===== src/rtl/seg7_scan_driver.sv =====
// Multiplexed common-anode 7-segment scanner: double-buffered BCD capture, per-digit decode,
// leading-zero blanking, one dead cycle per slot and a frame-done strobe.
module seg7_scan_driver #(
  parameter int unsigned NUM_DIGITS = 4,
  parameter int unsigned SCAN_DIV   = 1000
) (
  input  logic                    clk,
  input  logic                    rst_n,
  input  logic                    enable,
  input  logic                    load,
  input  logic [4*NUM_DIGITS-1:0] bcd_in,
  input  logic [NUM_DIGITS-1:0]   dp_in,
  input  logic                    lz_en,
  output logic [6:0]              seg,
  output logic                    dp_out,
  output logic [NUM_DIGITS-1:0]   an,
  output logic                    frame_done
);

  localparam int unsigned PcntW = (SCAN_DIV > 1) ? $clog2(SCAN_DIV) : 1;
  localparam int unsigned IdxW  = (NUM_DIGITS > 1) ? $clog2(NUM_DIGITS) : 1;
  localparam logic [PcntW-1:0] PcntMax = PcntW'(SCAN_DIV - 1);
  localparam logic [IdxW-1:0]  IdxMax  = IdxW'(NUM_DIGITS - 1);

  logic [PcntW-1:0]        pcnt_q, pcnt_d;
  logic [IdxW-1:0]         idx_q, idx_d;
  logic [4*NUM_DIGITS-1:0] shadow_bcd_q, shadow_bcd_d;
  logic [NUM_DIGITS-1:0]   shadow_dp_q, shadow_dp_d;
  logic [4*NUM_DIGITS-1:0] disp_bcd_q, disp_bcd_d;
  logic [NUM_DIGITS-1:0]   disp_dp_q, disp_dp_d;
  logic [6:0]              seg_q, seg_d;
  logic                    dp_q, dp_d;
  logic [NUM_DIGITS-1:0]   an_q, an_d;
  logic                    fd_q, fd_d;

  logic                    slot_end, frame_wrap;
  logic [NUM_DIGITS-1:0]   digit_nz;
  logic [NUM_DIGITS-1:0]   an_sel;
  logic [3:0]              cur_code;
  logic                    cur_dp, cur_lz;

  function automatic logic [6:0] decode(input logic [3:0] code);
    logic [6:0] g;
    case (code)
      4'd0:    g = 7'b0000001;
      4'd1:    g = 7'b1001111;
      4'd2:    g = 7'b0010010;
      4'd3:    g = 7'b0000110;
      4'd4:    g = 7'b1001100;
      4'd5:    g = 7'b0100100;
      4'd6:    g = 7'b0100000;
      4'd7:    g = 7'b0001111;
      4'd8:    g = 7'b0000000;
      4'd9:    g = 7'b0000100;
      default: g = 7'b1111110;
    endcase
    return g;
  endfunction

  assign slot_end   = enable && (pcnt_q == PcntMax);
  assign frame_wrap = slot_end && (idx_q == IdxMax);

  // Scan counters and buffers; a load on the wrap edge bypasses the shadow.
  always_comb begin
    pcnt_d       = pcnt_q;
    idx_d        = idx_q;
    shadow_bcd_d = shadow_bcd_q;
    shadow_dp_d  = shadow_dp_q;
    disp_bcd_d   = disp_bcd_q;
    disp_dp_d    = disp_dp_q;
    if (enable) begin
      pcnt_d = slot_end ? '0 : pcnt_q + PcntW'(1);
    end
    if (slot_end) begin
      idx_d = (idx_q == IdxMax) ? '0 : idx_q + IdxW'(1);
    end
    if (load) begin
      shadow_bcd_d = bcd_in;
      shadow_dp_d  = dp_in;
    end
    if (frame_wrap) begin
      disp_bcd_d = load ? bcd_in : shadow_bcd_q;
      disp_dp_d  = load ? dp_in  : shadow_dp_q;
    end
  end

  always_comb begin
    digit_nz = '0;
    for (int unsigned k = 0; k < NUM_DIGITS; k++) begin
      digit_nz[k] = |disp_bcd_q[4*k +: 4];
    end
  end

  // Select the digit under scan; a digit is a leading zero when it and all above it are 0.
  always_comb begin
    cur_code = '0;
    cur_dp   = 1'b0;
    cur_lz   = 1'b0;
    an_sel   = '1;
    for (int unsigned k = 0; k < NUM_DIGITS; k++) begin
      if (idx_q == IdxW'(k)) begin
        cur_code  = disp_bcd_q[4*k +: 4];
        cur_dp    = disp_dp_q[k];
        cur_lz    = (k != 0) && !(|(digit_nz >> k));
        an_sel[k] = 1'b0;
      end
    end
  end

  always_comb begin
    seg_d = 7'b1111111;
    dp_d  = 1'b1;
    an_d  = '1;
    fd_d  = frame_wrap;
    if (enable) begin
      seg_d = (lz_en && cur_lz) ? 7'b1111111 : decode(cur_code);
      dp_d  = ~cur_dp;
      if (pcnt_q != '0) begin
        an_d = an_sel;
      end
    end
  end

  always_ff @(posedge clk) begin
    if (!rst_n) begin
      pcnt_q       <= '0;
      idx_q        <= '0;
      shadow_bcd_q <= '0;
      shadow_dp_q  <= '0;
      disp_bcd_q   <= '0;
      disp_dp_q    <= '0;
      seg_q        <= 7'b1111111;
      dp_q         <= 1'b1;
      an_q         <= '1;
      fd_q         <= 1'b0;
    end else begin
      pcnt_q       <= pcnt_d;
      idx_q        <= idx_d;
      shadow_bcd_q <= shadow_bcd_d;
      shadow_dp_q  <= shadow_dp_d;
      disp_bcd_q   <= disp_bcd_d;
      disp_dp_q    <= disp_dp_d;
      seg_q        <= seg_d;
      dp_q         <= dp_d;
      an_q         <= an_d;
      fd_q         <= fd_d;
    end
  end

  assign seg        = seg_q;
  assign dp_out     = dp_q;
  assign an         = an_q;
  assign frame_done = fd_q;

endmodule


===== config.mk =====
export PLATFORM = sky130hd
export DESIGN_NAME = seg7_scan_driver
export DESIGN_NICKNAME = d
export VERILOG_FILES = /design/src/rtl/seg7_scan_driver.sv
export SDC_FILE = /design/constraint.sdc
export NUM_CORES = 1
export LEC_CHECK = 0
export BUFFER_PORTS_ARGS = -buffer_cell sky130_fd_sc_hd__buf_2
export CAP_MARGIN = 25
export CORE_ASPECT_RATIO = 0.5
export CORE_MARGIN = 2
export CORE_UTILIZATION = 51
export DETAILED_ROUTE_END_ITERATION = 10
export PLACE_DENSITY = 0.75
export SLEW_MARGIN = 20
export SYNTH_ARGS = -nofsm -noshare
export SYNTH_HDL_FRONTEND = slang
export SYNTH_SLANG_ARGS = --single-unit

===== constraint.sdc =====
create_clock -name clk -period 2.11 [get_ports clk]
set_clock_uncertainty 0.1 [all_clocks]
set_input_delay 0.211 -clock clk [delete_from_list [all_inputs] [get_ports clk]]
set_output_delay 0.211 -clock clk [all_outputs]
set_load 0.01 [all_outputs]

==> results of run 1 <==
[sequential cells by signal (all words and copies together), names as in the netlist]
name,flops
shadow_dp_q,4
shadow_bcd_q,16
disp_bcd_q,16
disp_dp_q,4
pcnt_q,10
idx_q,2
frame_done,1
dp_out,1
an,4
seg,7
[final timing paths]
check	start	end	slack [ns]	cells past startpoint
hold reg to reg	disp_dp_q[0]$_SDFFE_PN0P_	disp_dp_q[0]$_SDFFE_PN0P_	0.37	1
hold / removal	enable	dp_out$_SDFF_PN1_	0.04	2
setup / recovery	idx_q[1]$_SDFFE_PN0P_	seg[1]$_SDFF_PP1_	0.02	8
setup reg to reg	idx_q[1]$_SDFFE_PN0P_	seg[1]$_SDFF_PP1_	0.02	8
[timing repair]
item,in CTS,in global routing
endpoints found under the setup margin,4,8
pin swaps,1,5
resized for setup,6,10
setup buffers,0,3
[final cells by class]
cell class | count | area [um^2]
Multi-Input combinational cell | 173 | 1430
Clock buffer | 12 | 155
Timing Repair Buffer | 51 | 290
Fill cell | 414 | 1750
Tap cell | 70 | 87.6
Clock inverter | 3 | 40.0
Inverter | 13 | 51.3
Sequential cell | 65 | 1310
[layer usage]
layer / global-route usage (%) / vias up / part of all wire (%)
li1: - / 1036 / -
met1: 24.7 / 1027 / 46
met2: 33.2 / 45 / 49
met3: 6.27 / 11 / 3.9
met4: 6.59 / 0 / 1.2
met5: 0 / - / 0
[metrics by stage]
stage	cell area [um^2]	hold WS (ns)
2_1_floorplan	2810	0.300
3_3_place_gp	3080	0.350
3_5_place_dp	3080	0.352
4_1_cts	3310	0.0366
5_1_grt	3360	0.0506
6_report	3360	0.0389
[kinds of logic (layout without fill, tap and decap cells)]
logic type	after synthesis	after routing	share of synthesized area [%]
DFF	65	65	46.5
AOI/OAI and AO/OA	49	49	16.0
buffers and inverters	27	79	4.92
adders and majority gates	11	11	4.92
and+or+nand+nor	83	83	17.4
xor gates and xnor gates	9	9	2.82
muxes	21	21	7.51
[power by group through the flow]
stage               Clock (mW)  Sequential [mW]  Combinational, mW
floorplan                    0             1.30             0.0850
global placement             0             1.30              0.130
detailed placement           0             1.30              0.135
CTS                       1.06             1.27              0.136
global route              1.12             1.27              0.150
finish                    1.04             1.27              0.136
[synth_stat cells (all sizes together) (2+ instances only)]
master   instances
dfxtp           65
mux2i           21
nor2b           21
o2bb2ai         20
inv             13
nand2           13
ha              11
buf             10
nor2             9
xnor2            6
a21boi           5
nand4            5
nor3             5
a211oi           4
and3             4
clkbuf           4
nand2b           4
nand3            4
o21ai            4
a221oi           3
a32oi            3
and2             3
nand3b           3
nor3b            3
xor2             3
a211o            2
a21oi            2
and4             2
nor4             2
o2111a           2
==> summary.md, run 1 <==
| Metric | Value |
|---|---|
| Area leader, netlist | `dfxtp_1` |
| Fin crit period | `around 2.1 ns` |
| CP max stage delay | `about 0.4 ns` |
| DR iter-0 viols | `57` |
| Pleak | `1.34 nW` |
| Outcome | `finished, final reports clean` |
| Initial core utilization | `a little over half` |
| VDD IR max | `roughly 0.0004 V` |
| Sw frac | `about a fifth` |
| Final #Nets | `349` |
| CTS tree | `yes` |
| Clk_lat worst skew | `about 0.34 ns` |
| Drt first pass iters | `4` |
| Final WL | `between 6000 and 7000 um` |
| Power Total | `2.44 mW` |
| Clock transition at the registers of the reported paths | `around 0.060 ns` |
| Int Power | `approximately 1.9 mW` |
| Max Clk Rate | `roughly 480 MHz` |
| Hold crit path type | `input pin to flip-flop` |
| Tcrit/Tclk final | `about 99%` |
| Max-cap violations | `0` |
| Hold_buf cts | `0` |
| Setup-violating endpoint count in the final report | `0` |
| Die Ht | `around 56 um` |
| Worst Path Max Fanout | `7` |
| Top Family by Delay on Critical Path | `compound AO/OA/AOI/OAI gates` |
| Seq pwr share | `51.9%` |
| Final Hold Viols | `0` |
| Arrival time worst endpoint | `2.24 ns` |
| Crit-path cells | `inv_4 > ha_4 > nand3b_1 > a221o_1 > buf_4 > ha_2 > or2_1 > a32oi_1` |
| Post-synthesis register bit count | `65` |
| Yosys cell types | `51` |
| Placer Congestion | `a little under 0.9` |
| Unrepaired setup endpoints after global routing | `yes` |
| Clock sinks | `65` |
| Std-Cell Rows | `18` |
| Gr usage total | `20.0%` |
| Commonest non-fill, non-tap cell in the layout | `dfxtp_1` |
| Seq/Total Area, Yosys | `46.5%` |
| Psw | `approximately 0.52 mW` |
| Post-synth EDFFs | `0` |
| Clk root buf | `clkbuf_8` |
| Worst setup margin | `approximately 0.019 ns` |
| Mapped Cells | `roughly 270` |
| Via density | `about 5.5` |
| Crit path kind | `flip-flop to flip-flop` |
| Slew @ Worst Pin | `about 0.6 ns` |
| Core area | `5110 um^2` |
| Initial antenna violation count | `0` |
| Io pins | `38` |
| Cell Area, Synth | `about 2800 um^2` |
| Die area | `around 6000 um^2` |
| Critical Path RT | `~2.3 ns` |
| Largest net degree at the start of global routing | `22` |
| Post-route DRC violation count | `0` |
| Synth top area share | `a little under half` |
| ANT nets after route | `0` |
| Die Span X | `about 110 um` |
| Synthesized area per cell | `10.6 um^2` |
| Ys async rst share | `0%` |
| Finished Layout Cells | `slightly below 400` |
| Buffers on Ports | `37` |
| DP Worst Slack | `between 0.007 and 0.008 ns` |
| First-pass GRT wire length | `9390 um` |
| Ys flop type | `dfxtp_1` |
| Slowest CP cell | `dfxtp_4` |
| Worst setup EP type | `flip-flop` |
| Synth area leaders | `dfxtp_1 46%, mux2i_1 7.5%, o2bb2ai_1 6.3%, ha_1 4.9%, nor2b_1 4.7%` |
| Startpoint types | `flip-flop` |
| Yosys warns | `0` |
| Final Slew Violations | `0` |
| Avg WL per Cell | `around 16 um` |
| Placed Cells | `between 300 and 400` |
| TNS Setup | `0 ns` |
| Synthesized net count | `301` |
| CTS Buf Count | `9` |
| Layout cell share with drive strength beyond 1 | `29.3%` |
| CTS H-tree lvls | `3` |
| DR vias | `2,119` |
| Aggregate global routing overflow | `0` |
| Ant diodes | `0` |
| Clock Tree Buf Depth | `2` |
| Vias in the first global route | `just over 2,000` |
| PD cells | `~730 nW/um^2` |
| Most frequent cells in the layout | `63 x dfxtp_1, 37 x buf_2, 21 x mux2i_1, 21 x nor2b_1, 20 x o2bb2ai_1` |
| Synthesis-to-finish area growth | `20.2%` |
| Hpwl dp | `4010 um` |
| CP bufs+invs | `2` |
| Clock Power Share | `roughly 43%` |
| Combinational share of power | `between 5 and 6%` |
| Max-slew headroom | `approximately three fifths` |
| Core Util, Final | `around two thirds` |
Power figures use the tool's default switching activity.
==> inputs of run 2 (changes only) <==
Settings changed: CORE_MARGIN 2 to not set, RECOVER_POWER set to 25.
==> summary.md, run 2 (same netlist as run 1, synthesis figures left out) <==
| Metric | Value |
|---|---|
| Post-route DRC violation count | `0` |
| Clock Power Share | `between 40% and 50%` |
| CTS Buf Count | `9` |
| WL met1 | `~2700 um` |
| Worst flop-to-flop path startpoint | `idx_q[1]$_SDFFE_PN0P_` |
| Core area | `~5000 um^2` |
| Final WL | `slightly below 6000 um` |
| Die Ht | `around 54 um` |
| Most frequent cells in the layout | `63 x dfxtp_1, 36 x buf_2, 21 x mux2i_1, 21 x nor2b_1, 20 x o2bb2ai_1` |
| VDD IR max | `approximately 0.00041 V` |
| FF-to-FF path depth | `10` |
| Vias in the first global route | `roughly 1,800` |
| Startpoint types | `flip-flop` |
| Final Hold Viols | `0` |
| Final Cell Area | `roughly 3500 um^2` |
| Finished Layout Cells | `394` |
| First-pass GRT wire length | `about 8500 um` |
| Worst Path Max Fanout | `6` |
| Slowest CP cell | `dfxtp_4` |
| Std-Cell Rows | `18` |
| Pleak | `roughly 1.4 nW` |
| CTS H-tree lvls | `3` |
| Fin crit period | `approximately 2.1 ns` |
| CTS tree | `yes` |
| Sw frac | `between 20 and 25%` |
| Final #Nets | `approximately 360` |
| Die Span X | `107 um` |
| Crit-path cells | `inv_2 > ha_4 > nand3b_1 > a221oi_2 > inv_2 > ha_4 > inv_1 > o2111a_1 > a211oi_2 > o21ai_1` |
| Failing checks | `negative setup slack` |
| Worst hold slack | `0.0464 ns` |
| Initial core utilization | `55.0%` |
| Clock transition at the registers of the reported paths | `0.07 ns` |
| Psw | `approximately 0.57 mW` |
| Aggregate global routing overflow | `0` |
| Worst setup margin | `-0.0101 ns` |
| Biggest regs | `disp_bcd_q: 16 flops, shadow_bcd_q: 16 flops, pcnt_q: 10 flops` |
| Seq pwr share | `about half` |
| Synthesis-to-finish area growth | `24.1%` |
| Layout cell share with drive strength beyond 1 | `30.2%` |
| Io pins | `38` |
| Worst setup EP type | `flip-flop` |
| WHS Path Cells | `3` |
| DR iter-0 viols | `72` |
| Top Family by Delay on Critical Path | `compound AO/OA/AOI/OAI gates` |
| Max layer used | `met4` |
| Setup-violating endpoint count in the final report | `1` |
| ANT nets after route | `0` |
| CP max stage delay | `between 0.3 and 0.4 ns` |
| Worst Min Path Start | `bcd_in[10]` |
| Final Slew Violations | `0` |
| Placed inst area | `~3000 um^2` |
| DR vias | `between 2,000 and 2,500` |
| Reg2reg end | `seg[2]$_SDFF_PP1_` |
| Max Clk Rate | `between 400 and 500 MHz` |
| Arrival time worst endpoint | `between 2 and 2.5 ns` |
| Via density | `roughly 5.4` |
| Hold crit path type | `input pin to flip-flop` |
| Largest net degree at the start of global routing | `22` |
| Outcome | `complete, but fails checks` |
| Int Power | `1.99 mW` |
| Met2 Wirelength | `~2700 um` |
| Clk_lat worst skew | `about 0.35 ns` |
| Buffers on Ports | `37` |
| Combinational share of power | `5.5%` |
| TNS Setup | `-0.0101 ns` |
| Placer Congestion | `roughly 0.90` |
| Drt first pass iters | `5` |
| Ant diodes | `0` |
| Flop2flop setup slack | `-0.01 ns` |
| Placed Cells | `about 370` |
| Clock Tree Buf Depth | `2` |
| Die area | `5810 um^2` |
| Met3 Routed Length | `around 350 um` |
| Hpwl dp | `3850 um` |
| Max-cap violations | `0` |
| DP Worst Slack | `-0.0391 ns` |
| Tcrit/Tclk final | `100%` |
| Slew @ Worst Pin | `approximately 1.4 ns` |
| Max-slew headroom | `6.22%` |
| Avg WL per Cell | `14.9 um` |
| Critical Path RT | `~2.3 ns` |
| WHS Endpoint | `shadow_bcd_q[10]$_SDFF_PN0_` |
| Power Total | `about 2.6 mW` |
| PD cells | `~740 nW/um^2` |
| Crit path kind | `flip-flop to flip-flop` |
| CP bufs+invs | `3` |
| Initial antenna violation count | `0` |
| Clock sinks | `65` |
| Commonest non-fill, non-tap cell in the layout | `dfxtp_1` |
| Clk root buf | `clkbuf_8` |
| Gr usage total | `between 10% and 20%` |
| Core Util, Final | `about 68%` |
-- run 2: power groups by stage --
stage | Clock, mW | Sequential, mW | Combinational [mW]
2_1_floorplan | 0 | 1.30 | 0.0850
3_3_place_gp | 0 | 1.30 | 0.133
5_1_grt | 1.21 | 1.27 | 0.155
4_1_cts | 1.17 | 1.27 | 0.139
3_5_place_dp | 0 | 1.30 | 0.137
6_report | 1.15 | 1.27 | 0.140
-- run 2: cell type report --
class | count | area [um^2]
Clock buffer | 9 | 124
Clock inverter | 7 | 95.1
Fill cell | 391 | 1620
Inverter | 13 | 48.8
Multi-Input combinational cell | 173 | 1450
Sequential cell | 65 | 1310
Tap cell | 70 | 87.6
Timing Repair Buffer | 57 | 367
-- run 2: timing repair --
item / CTS / global route
hold endpoints to repair: 1 / 0
setup endpoints to repair: 4 / 7
gates resized for setup: 2 / 15
hold buffers: 1 / 0
pin swaps: 1 / 5
buffers inserted: 1 / 8
-- run 2: how the worst max path moves through the flow --
stage	startpoint	endpoint	slack, ns	cells after the start
2_1_floorplan	idx_q[1]$_SDFFE_PN0P_	seg[2]$_SDFF_PP1_	0.008	11
3_3_place_gp	idx_q[1]$_SDFFE_PN0P_	seg[2]$_SDFF_PP1_	0.04	10
3_5_place_dp	idx_q[1]$_SDFFE_PN0P_	seg[2]$_SDFF_PP1_	-0.04	10
4_1_cts	idx_q[0]$_SDFFE_PN0P_	seg[2]$_SDFF_PP1_	-0.008	10
5_1_grt	idx_q[1]$_SDFFE_PN0P_	seg[2]$_SDFF_PP1_	-0.07	10
6_report	idx_q[1]$_SDFFE_PN0P_	seg[2]$_SDFF_PP1_	-0.01	10
-- run 2: per-layer routing --
layer | vias to the layer above | GRT usage (%)
li1 | 1057 | -
met1 | 997 | 22.7
met2 | 59 | 35.6
met5 | - | 0
met4 | 0 | 8.90
met3 | 13 | 6.55
-- run 2: worst register-to-register path, cell delays in order, from the launching register on --
cell and delay, ns:
dfxtp_4 0.37, inv_2 0.06, ha_4 0.17, nand3b_1 0.20, a221oi_2 0.35, inv_2 0.11, ha_4 0.18, inv_1 0.08
o2111a_1 0.23, a211oi_2 0.06, o21ai_1 0.14
